`src/rtl/array_2d_row_serializer_pkg.sv`:
```
// Shared definitions for the array serializer blocks.
//   clog2_min1         : index width helper, never returns 0
//   serializer_state_t : serializer FSM states
package array_ops_pkg;

   // Index width for n items; a single item still needs a 1-bit index.
   function automatic int unsigned clog2_min1(input int unsigned n);
      return (n <= 1) ? 1 : $clog2(n);
   endfunction

   typedef enum logic {
      ST_IDLE = 1'b0,
      ST_BUSY = 1'b1
   } serializer_state_t;

endpackage

```
`src/rtl/array_2d_row_serializer_if.sv`:
```
// Matrix-in / row-out stream bundle for array_2d_row_serializer.
//   in_valid/in_ready/in               : full ROWS x COLS matrix, one per transfer
//   out_valid/out_ready/out_row        : one row of COLS elements per beat
//   out_row_idx/out_last               : row position within the current matrix
// master: the serializer itself. slave: the environment feeding and draining it.
interface array_2d_row_serializer_if #(
   parameter int unsigned BIT_WIDTH = 4,
   parameter int unsigned ROWS      = 8,
   parameter int unsigned COLS      = 8
);
   import array_ops_pkg::*;

   localparam int unsigned ROW_IDX_W = clog2_min1(ROWS);

   logic                 in_valid;
   logic                 in_ready;
   logic [BIT_WIDTH-1:0] in [ROWS][COLS];
   logic                 out_valid;
   logic                 out_ready;
   logic [BIT_WIDTH-1:0] out_row [COLS];
   logic [ROW_IDX_W-1:0] out_row_idx;
   logic                 out_last;

   modport master (
      input  in_valid, in, out_ready,
      output in_ready, out_valid, out_row, out_row_idx, out_last
   );

   modport slave (
      output in_valid, in, out_ready,
      input  in_ready, out_valid, out_row, out_row_idx, out_last
   );

endinterface

```
`src/rtl/array_2d_row_serializer_counter.sv`:
```
// Saturating index counter 0..MAX with synchronous clear.
//   clk, rst : clock, async active-high reset
//   clear    : return to 0 (wins over inc)
//   inc      : advance by one; holds at MAX, never wraps on its own
//   count    : current index
//   at_max   : count == MAX
module bounded_index_counter #(
   parameter int unsigned WIDTH = 1,
   parameter int unsigned MAX   = 0
) (
   input  logic             clk,
   input  logic             rst,
   input  logic             clear,
   input  logic             inc,
   output logic [WIDTH-1:0] count,
   output logic             at_max
);

   assign at_max = (count == WIDTH'(MAX));

   always_ff @(posedge clk or posedge rst) begin
      if (rst) begin
         count <= '0;
      end else if (clear) begin
         count <= '0;
      end else if (inc && !at_max) begin
         count <= count + WIDTH'(1);
      end
   end

endmodule

```
`src/rtl/array_2d_row_serializer.sv`:
```
// Buffers one ROWS x COLS matrix and streams it out one row per accepted beat.
//   clk, rst : clock, async active-high reset
//   bus      : matrix input / row output stream (master side)
// in_ready is the only combinational input-to-output path (through out_ready);
// row data comes straight from the buffer register, never from the input bus.
module array_2d_row_serializer
   import array_ops_pkg::*;
#(
   parameter int unsigned BIT_WIDTH = 4,
   parameter int unsigned ROWS      = 8,
   parameter int unsigned COLS      = 8
) (
   input  logic                      clk,
   input  logic                      rst,
   array_2d_row_serializer_if.master bus
);

   localparam int unsigned ROW_IDX_W = clog2_min1(ROWS);

   serializer_state_t    state;
   serializer_state_t    state_nxt;
   logic [BIT_WIDTH-1:0] mat [ROWS][COLS];
   logic [ROW_IDX_W-1:0] row_idx;
   logic                 at_last;
   logic                 beat;
   logic                 accept;
   logic                 idx_clear;
   logic                 idx_inc;

   // Row pointer into the buffer.
   bounded_index_counter #(
      .WIDTH (ROW_IDX_W),
      .MAX   (ROWS - 1)
   ) u_row_idx (
      .clk    (clk),
      .rst    (rst),
      .clear  (idx_clear),
      .inc    (idx_inc),
      .count  (row_idx),
      .at_max (at_last)
   );

   // State register.
   always_ff @(posedge clk or posedge rst) begin
      if (rst) begin
         state <= ST_IDLE;
      end else begin
         state <= state_nxt;
      end
   end

   // Handshake decode and next state; a new matrix may land on the last beat.
   always_comb begin
      state_nxt     = state;
      bus.out_valid = 1'b0;
      bus.out_last  = 1'b0;
      bus.in_ready  = 1'b0;
      beat          = 1'b0;
      accept        = 1'b0;
      idx_clear     = 1'b0;
      idx_inc       = 1'b0;

      bus.out_valid = (state == ST_BUSY);
      bus.out_last  = bus.out_valid && at_last;
      beat          = bus.out_valid && bus.out_ready;
      bus.in_ready  = !rst && ((state == ST_IDLE) || (beat && at_last));
      accept        = bus.in_valid && bus.in_ready;
      idx_clear     = accept || (beat && at_last);
      idx_inc       = beat && !at_last;

      case (state)
         ST_IDLE: begin
            if (accept) state_nxt = ST_BUSY;
         end
         ST_BUSY: begin
            if (beat && at_last) state_nxt = accept ? ST_BUSY : ST_IDLE;
         end
         default: state_nxt = ST_IDLE;
      endcase
   end

   // Matrix buffer, loaded whole on acceptance.
   always_ff @(posedge clk or posedge rst) begin
      if (rst) begin
         for (int r = 0; r < int'(ROWS); r++) begin
            for (int c = 0; c < int'(COLS); c++) begin
               mat[r][c] <= '0;
            end
         end
      end else if (accept) begin
         mat <= bus.in;
      end
   end

   // Current row; row_idx never exceeds ROWS-1.
   always_comb begin
      bus.out_row     = mat[row_idx];
      bus.out_row_idx = row_idx;
   end

endmodule

```
`src/flat_wrapper.sv`:
```
// flat-port wrapper written by rule: the top's interface ports become plain ports
module array_2d_row_serializer_flat import array_ops_pkg::*;
#(
   parameter int unsigned BIT_WIDTH = 4,
   parameter int unsigned ROWS      = 8,
   parameter int unsigned COLS      = 8
)
  (clk, rst, bus_in_valid, bus_in, bus_out_ready, bus_in_ready, bus_out_valid, bus_out_row, bus_out_row_idx, bus_out_last);
  array_2d_row_serializer_if #(.BIT_WIDTH(BIT_WIDTH), .ROWS(ROWS), .COLS(COLS)) bus_i ();
  input  logic clk;
  input  logic rst;
  input wire logic [$bits(bus_i.in_valid)-1:0] bus_in_valid;
  input wire logic [$bits(bus_i.in)-1:0] bus_in;
  input wire logic [$bits(bus_i.out_ready)-1:0] bus_out_ready;
  output wire logic [$bits(bus_i.in_ready)-1:0] bus_in_ready;
  output wire logic [$bits(bus_i.out_valid)-1:0] bus_out_valid;
  output wire logic [$bits(bus_i.out_row)-1:0] bus_out_row;
  output wire logic [$bits(bus_i.out_row_idx)-1:0] bus_out_row_idx;
  output wire logic [$bits(bus_i.out_last)-1:0] bus_out_last;
  assign bus_i.in_valid = bus_in_valid;
  assign bus_i.in = {>>{bus_in}};
  assign bus_i.out_ready = bus_out_ready;
  assign bus_in_ready = bus_i.in_ready;
  assign bus_out_valid = bus_i.out_valid;
  assign bus_out_row = {>>{bus_i.out_row}};
  assign bus_out_row_idx = bus_i.out_row_idx;
  assign bus_out_last = bus_i.out_last;
  array_2d_row_serializer #(.BIT_WIDTH(BIT_WIDTH), .ROWS(ROWS), .COLS(COLS)) u_core (.clk(clk), .rst(rst), .bus(bus_i));
endmodule
```
`config.mk`:
```
export PLATFORM = sky130hd
export DESIGN_NAME = array_2d_row_serializer_flat
export DESIGN_NICKNAME = d
export VERILOG_FILES = /design/src/rtl/array_2d_row_serializer_pkg.sv /design/src/rtl/array_2d_row_serializer_if.sv /design/src/rtl/array_2d_row_serializer_counter.sv /design/src/rtl/array_2d_row_serializer.sv /design/src/flat_wrapper.sv
export SDC_FILE = /design/constraint.sdc
export NUM_CORES = 1
export LEC_CHECK = 0
export CORE_MARGIN = 2
export CORE_UTILIZATION = 45
export DETAILED_ROUTE_END_ITERATION = 6
export GPL_TIMING_DRIVEN = 0
export MAX_ROUTING_LAYER = met4
export PLACE_DENSITY = 0.77
export SYNTH_ARGS = -nofsm -noshare
export SYNTH_HDL_FRONTEND = slang
export SYNTH_SLANG_ARGS = --single-unit
```
`constraint.sdc`:
```
create_clock -name clk -period 9.1 [get_ports clk]
set_clock_uncertainty 0.2 [all_clocks]
set_input_delay 1.365 -clock clk [delete_from_list [all_inputs] [get_ports clk]]
set_output_delay 1.365 -clock clk [all_outputs]
set_load 0.01 [all_outputs]
```
==> results of run 1 <==
## sequential cells by signal, summed over array words and instances, names as in the netlist
signal and count:
u_core.u_row_idx.count 3, u_core.bus.out_valid 1, u_core.mat 256
## routing by layer
layer,up-vias,part of all wire [%],GRT usage (%)
met2,273,49,41.0
met1,3680,39,31.4
met5,-,0,-
met3,41,9.6,6.57
met4,0,1.7,6.21
li1,3192,-,-
## cell usage after synthesis (all sizes together)
master,number
o211ai,1
mux4,64
buf,43
nand2,3
dfrtp,260
nand2b,2
o32ai,2
nor2,2
and2,1
ha,2
mux2,288
o31ai,1
clkbuf,3
a21boi,1
inv,3
## cells by family (layout without fill, tap and decap cells)
logic type               count (synthesis)  after routing  synth area share (%)
adder cells (fa/ha/maj)                  2              2                 0.214
multiplexers                           352            352                  40.5
AND/OR/NAND/NOR                          8              8                 0.343
flip-flops                             260            260                  55.7
other                                    0             10                     0
AO/OA/AOI/OAI                            5              5                 0.375
buffers and inverters                   49            394                  2.89
## final timing paths
kind | from | endpoint | cells past startpoint
hold reg to reg | u_core.mat[39]$_DFFE_PP0P_ | u_core.mat[39]$_DFFE_PP0P_ | 1
min in group asynchronous | rst | u_core.mat[69]$_DFFE_PP0P_ | 2
setup reg to reg | u_core.u_row_idx.count[0]$_DFFE_PP0P_ | u_core.mat[106]$_DFFE_PP0P_ | 7
max in group asynchronous | rst | u_core.mat[27]$_DFFE_PP0P_ | 3
setup / recovery | u_core.u_row_idx.count[2]$_DFFE_PP0P_ | bus_out_row[20] | 5
hold / removal | u_core.mat[39]$_DFFE_PP0P_ | u_core.mat[39]$_DFFE_PP0P_ | 1
## worst max-delay path, delay by kind of cell, from the launching register on
kind / cells / cell delay [ps]
buf+inv: 3 / 1380
mux: 2 / 620
flops: 1 / 470
## placed cells by master, fill, tap and decap left out, types with 2 or more instances in the layout
cell type        instances
o32ai_1                  2
buf_4                   23
mux2_1                 218
clkbuf_8                 5
inv_1                    2
ha_1                     2
clkdlybuf4s50_1        297
buf_2                   16
nand2_1                  3
buf_6                    2
nand2b_1                 2
clkbuf_1                13
mux2_4                  12
buf_12                   2
dfrtp_1                260
buf_16                   2
clkinv_2                 2
mux2_2                  58
mux4_2                  64
diode_2                 10
clkbuf_16               28
## layout make-up
type,count,area [sq um],share of cell area (%)
clock buffer,43,807,5.05
inverter,3,18.8,0.117
timing repair buffer,299,3030,18.9
multi-input combinational,367,4840,30.3
sequential,260,6510,40.7
buffer,46,327,2.04
antenna,10,25.0,0.157
tap,330,413,2.58
clock inverter,3,26.3,0.164
## power by group through the flow
stage | clock [mW] | combinational [mW] | sequential [mW]
2_1_floorplan | 0 | 1.38 | 1.90
3_3_place_gp | 0 | 2.10 | 1.98
3_5_place_dp | 0 | 2.15 | 2.00
4_1_cts | 1.07 | 2.16 | 1.98
5_1_grt | 1.12 | 2.29 | 2.05
6_report | 1.05 | 2.13 | 1.99
## through the flow
| step | power (mW) | hold slack [ps] |
|---|---|---|
| after global routing | 5.46 | 288 |
| after global placement | 4.08 | 262 |
| final | 5.16 | 278 |
| after floorplan | 3.28 | 252 |
| after detailed placement | 4.15 | 269 |
| after CTS | 5.21 | 282 |
==> summary.txt, run 1 <==
STA
  • Final setup viols: 0
  • Final Hold Fails: 0
  • Final min period: ~4600 ps
  • Worst-margin pin slew: about 970 ps
  • Slew headroom: a little over a third
  • Max-slew violations: 0
  • Final setup margin: 4500 ps
  • RSZ-0062 raised after global routing: false
  • Fin Setup TNS: 0 ps
  • FMAX: approximately 220 MHz
  • Period utilization: slightly above 50%

Place
  • Routability Congestion: between 0.7 and 0.8
  • PortBufs: approximately 300
  • DP HPWL: about 24000 microns
  • Post-Place Cell Area: approximately 15000 sq um
  • Placed Instances: about 1300
  • Pre-CTS setup slack: a little under 5000 ps

Pwr
  • Switching power: ~1.5 mW
  • Switching share of power: between 20% and 30%
  • Clock network power share: just over 20%
  • Pwr dens: 323 nW/um^2
  • Internal power: between 3 and 4 mW
  • LEAKAGE: 6.79 nW
  • Comb pwr share: approximately 41%
  • Peak supply drop: just under 0.2 mV
  • Flop pwr share: 38.5%

Die
  • Initial core utilization: 46.1%
  • Core area: 25300 sq um
  • Die Area: about 27000 sq um
  • Boundary Pins: a little under 300
  • Die Span Y: ~170 microns
  • # rows: 58
  • Die Wd: 165 microns

Clock tree
  • Bufs on Longest Clock Path: 3
  • Hold_buf cts: 0
  • CTS tree: built
  • Insertion delay to the later sink of the worst-skew pair: 540 ps
  • Setup Fix Bufs, Post-CTS: 0
  • H-tree levels: 1
  • CTS resizes: 0
  • Cts bufs inserted: 28
  • CTS sink count: 260
  • Root Driver: clkbuf_16
  • CTS clk-pin slew, worst paths: 60 ps

Drt
  • Via count: 7186
  • Post-DRT Antenna Nets: 0
  • Vias/cell: around 5.3
  • DR DRC count: 0
  • DRT Pass-1 Iters: 4
  • Routed wire length: roughly 33000 microns
  • DRT iter0 DRCs: 390
  • Mean routed wirelength per cell: ~24 microns

Critical path
  • Most common cell on crit path: buf_2
  • CP cell instances: buf_2 > buf_2 > mux4_2 > mux2_2 > clkdlybuf4s50_1
  • Crit path max fanout: 10
  • CP Capture Type: primary output
  • Max incr delay on CP: around 570 ps
  • Worst Path Required: between 7000 and 8000 ps
  • Slowest-stage cell, CP: clkdlybuf4s50_1
  • R2r setup slk: 6490 ps
  • Setup crit start kind: register
  • WP data arrival: 3030 ps
  • Setup CP Type: reg2out

Yosys
  • Avg Inst Size Synth: approximately 17 sq um
  • Mapped Nets: around 940
  • Ys Warns: 0
  • Library cells used by synthesis: 21
  • Synth Register Bits: 260
  • Syn Inst Count: 676
  • Area contributors post-synth: dfrtp_1 (56%), mux2_1 (21%), mux4_2 (12%), mux2_2 (5.6%), mux2_4 (1.5%)
  • Post-synth top area share: roughly 56%
  • Post-synth top area cell: dfrtp_1
  • Seq/Total Area, Yosys: approximately 56%
  • Mapped cell area: 11700 sq um

Run status
  • Outcome: finished clean

GRT
  • Total grt overflow: 0
  • Vias in the first global route: 8008
  • First-pass GRT wire length: 48400 microns
  • Largest net degree at the start of global routing: around 130
  • Initial antenna violation count: 4
  • GRT Util Overall: around 25%

Final layout
  • Share of layout cells above drive strength 1: between 20% and 30%
  • Design area: 16000 sq um
  • Post-Route Utilization: between 60 and 70%
  • Fill cell count: between 1500 and 2000
  • Fin nets: between 1000 and 1500
  • Synth-to-layout area growth: 36.9%
  • Non-filler cells, final: approximately 1400

Run
  • Max capacitance violation total: 0

Hold path
  • Hold Crit Class: reg2reg
(Power assumes the default switching activity.)
==> run 2: changes to the inputs <==
CORE_UTILIZATION = 49   (was 45)
PLACE_DENSITY = 0.8   (was 0.77)
clock period = 4.76 ns   (was 9.1 ns; I/O delays follow)
==> summary.txt, run 2 (same netlist as run 1, synthesis figures left out) <==
Run status
  • Outcome: finished clean

Die
  • Die Area: about 25000 sq um
  • Boundary Pins: a little under 300
  • Core area: 23500 sq um
  • # rows: between 50 and 60
  • Initial core utilization: between 40% and 50%
  • Die Wd: 158 microns
  • Die Span Y: approximately 160 microns

Pwr
  • Switching share of power: between 20% and 30%
  • Clock network power share: 21.9%
  • Pwr dens: between 600 and 700 nW/um^2
  • Pwr Total: 10.1 mW
  • Switching power: ~2.9 mW
  • LEAKAGE: roughly 6.9 nW
  • Internal power: a little over 7 mW
  • Comb pwr share: between 40% and 50%
  • Peak supply drop: between 0.3 and 0.4 mV
  • Flop pwr share: between 30% and 40%

STA
  • Final setup viols: 0
  • Period utilization: between 80% and 90%
  • Max-slew violations: 0
  • Final Hold Fails: 0
  • Final min period: 3880 ps
  • Slew headroom: roughly 36%
  • FMAX: ~260 MHz
  • Worst-margin pin slew: around 960 ps
  • RSZ-0062 raised after global routing: false
  • Fin Setup TNS: 0 ps

Clock tree
  • Hold_buf cts: 0
  • CTS resizes: 0
  • CTS tree: built
  • Bufs on Longest Clock Path: 3
  • Cts bufs inserted: 28
  • Insertion delay to the later sink of the worst-skew pair: approximately 530 ps
  • Root Driver: clkbuf_16
  • H-tree levels: 1
  • CTS sink count: 260
  • CTS clk-pin slew, worst paths: approximately 60 ps
  • Setup Fix Bufs, Post-CTS: 0

Place
  • Routability Congestion: approximately 0.8
  • DP HPWL: about 24000 microns
  • PortBufs: approximately 300

Critical path
  • Crit path max fanout: 10
  • WP data arrival: between 2000 and 3000 ps
  • Worst Path Required: about 3900 ps
  • R2r setup slk: around 2100 ps
  • CP Capture Type: primary output
  • Setup CP Type: reg2out
  • Setup crit start kind: register

Final layout
  • Share of layout cells above drive strength 1: between 20% and 30%
  • Commonest non-fill, non-tap cell in the layout: clkdlybuf4s50_1
  • Max FFs per register: roughly 260
  • Synth-to-layout area growth: 38.3%
  • Most frequent cells in the layout: clkdlybuf4s50_1 (297), dfrtp_1 (260), mux2_1 (218), mux4_2 (64), mux2_2 (58)
  • Biggest register: u_core.mat
  • Fin nets: 1272

GRT
  • Total grt overflow: 0
  • Busiest grt layer: met2
  • Vias in the first global route: between 8000 and 9000
  • Largest net degree at the start of global routing: between 40 and 50
  • GRT met3 Usage: just over 8%
  • GRT Util Overall: 27.5%
  • Initial antenna violation count: 3
  • Met2 Usage GRT: between 40% and 50%
  • First-pass GRT wire length: approximately 49000 microns
  • GR Util met1: about a third

Run
  • Max capacitance violation total: 0

Drt
  • Routed wire length: between 30000 and 40000 microns
  • DRT Pass-1 Iters: 4
  • Via count: between 7000 and 8000
  • DRT iter0 DRCs: roughly 260
  • DR DRC count: 0
  • Vias/cell: approximately 5.4
  • Mean routed wirelength per cell: roughly 24 microns
  • Post-DRT Antenna Nets: 0

Hold path
  • Hold Crit Class: reg2reg
run 2: cell types whose count changed in the layout (fill, tap and decap cells not counted), sizes merged:
cell | previous run | this run
diode | 10 | 3
buf | 45 | 50
clkinv | 3 | 6
bufinv | 0 | 2
clkinvlp | 0 | 2
inv | 3 | 2
run 2: worst max-delay path, cell delays in order (launching register included):
cell	delay (ps)
dfrtp_1	470
buf_6	260
buf_6	240
buf_2	320
mux4_2	340
mux2_4	270
clkdlybuf4s50_1	510
run 2: area by class of cell:
type	instances	area, sq um
Sequential cell	260	6510
Fill cell	1626	7320
Clock buffer	43	848
Inverter	3	15.0
Multi-Input combinational cell	367	4840
Clock inverter	9	97.6
Antenna cell	3	7.51
Buffer	46	327
Timing Repair Buffer	304	3110
Tap cell	319	399
run 2: per-stage QoR:
| stage | std cells | cell area (sq um) | hold slack [ps] | worst slack, ps | util [%] |
|---|---|---|---|---|---|
| final | 1354 | 16200 | 279 | 883 | 68.8 |
| after global routing | 1354 | 16200 | 289 | 769 | 68.8 |
| after CTS | 1351 | 16100 | 283 | 834 | 68.8 |
| after detailed placement | 1299 | 15200 | 269 | 1400 | 64.7 |
| after global placement | 1292 | 15100 | 261 | -1620 | 64.2 |
| after floorplan | 676 | 11700 | 252 | 418 | - |
run 2: power by group through the flow:
stage | Clock [mW] | Sequential [mW] | Combinational, mW
global route | 2.34 | 3.92 | 4.37
CTS | 2.24 | 3.80 | 4.14
detailed placement | 0 | 3.83 | 4.10
global placement | 0 | 3.78 | 4.01
floorplan | 0 | 3.63 | 2.65
finish | 2.21 | 3.81 | 4.07
run 2: worst paths after layout:
check                                                           start                          to  depth (start not counted)
worst max-delay path            u_core.u_row_idx.count[0]$_DFFE_PP0P_             bus_out_row[14]                          6
worst min-delay path                       u_core.mat[63]$_DFFE_PP0P_  u_core.mat[63]$_DFFE_PP0P_                          1
worst max register to register  u_core.u_row_idx.count[0]$_DFFE_PP0P_   u_core.mat[5]$_DFFE_PP0P_                          7
worst min register to register             u_core.mat[63]$_DFFE_PP0P_  u_core.mat[63]$_DFFE_PP0P_                          1
max in group asynchronous                                         rst  u_core.mat[63]$_DFFE_PP0P_                          4
min in group asynchronous                                         rst  u_core.mat[69]$_DFFE_PP0P_                          2
run 2: layer usage:
metal	vias to the layer above	part of all wire [%]
met5	-	0
li1	3208	-
met1	3834	40
met2	256	49
met3	44	8.4
met4	0	2.1
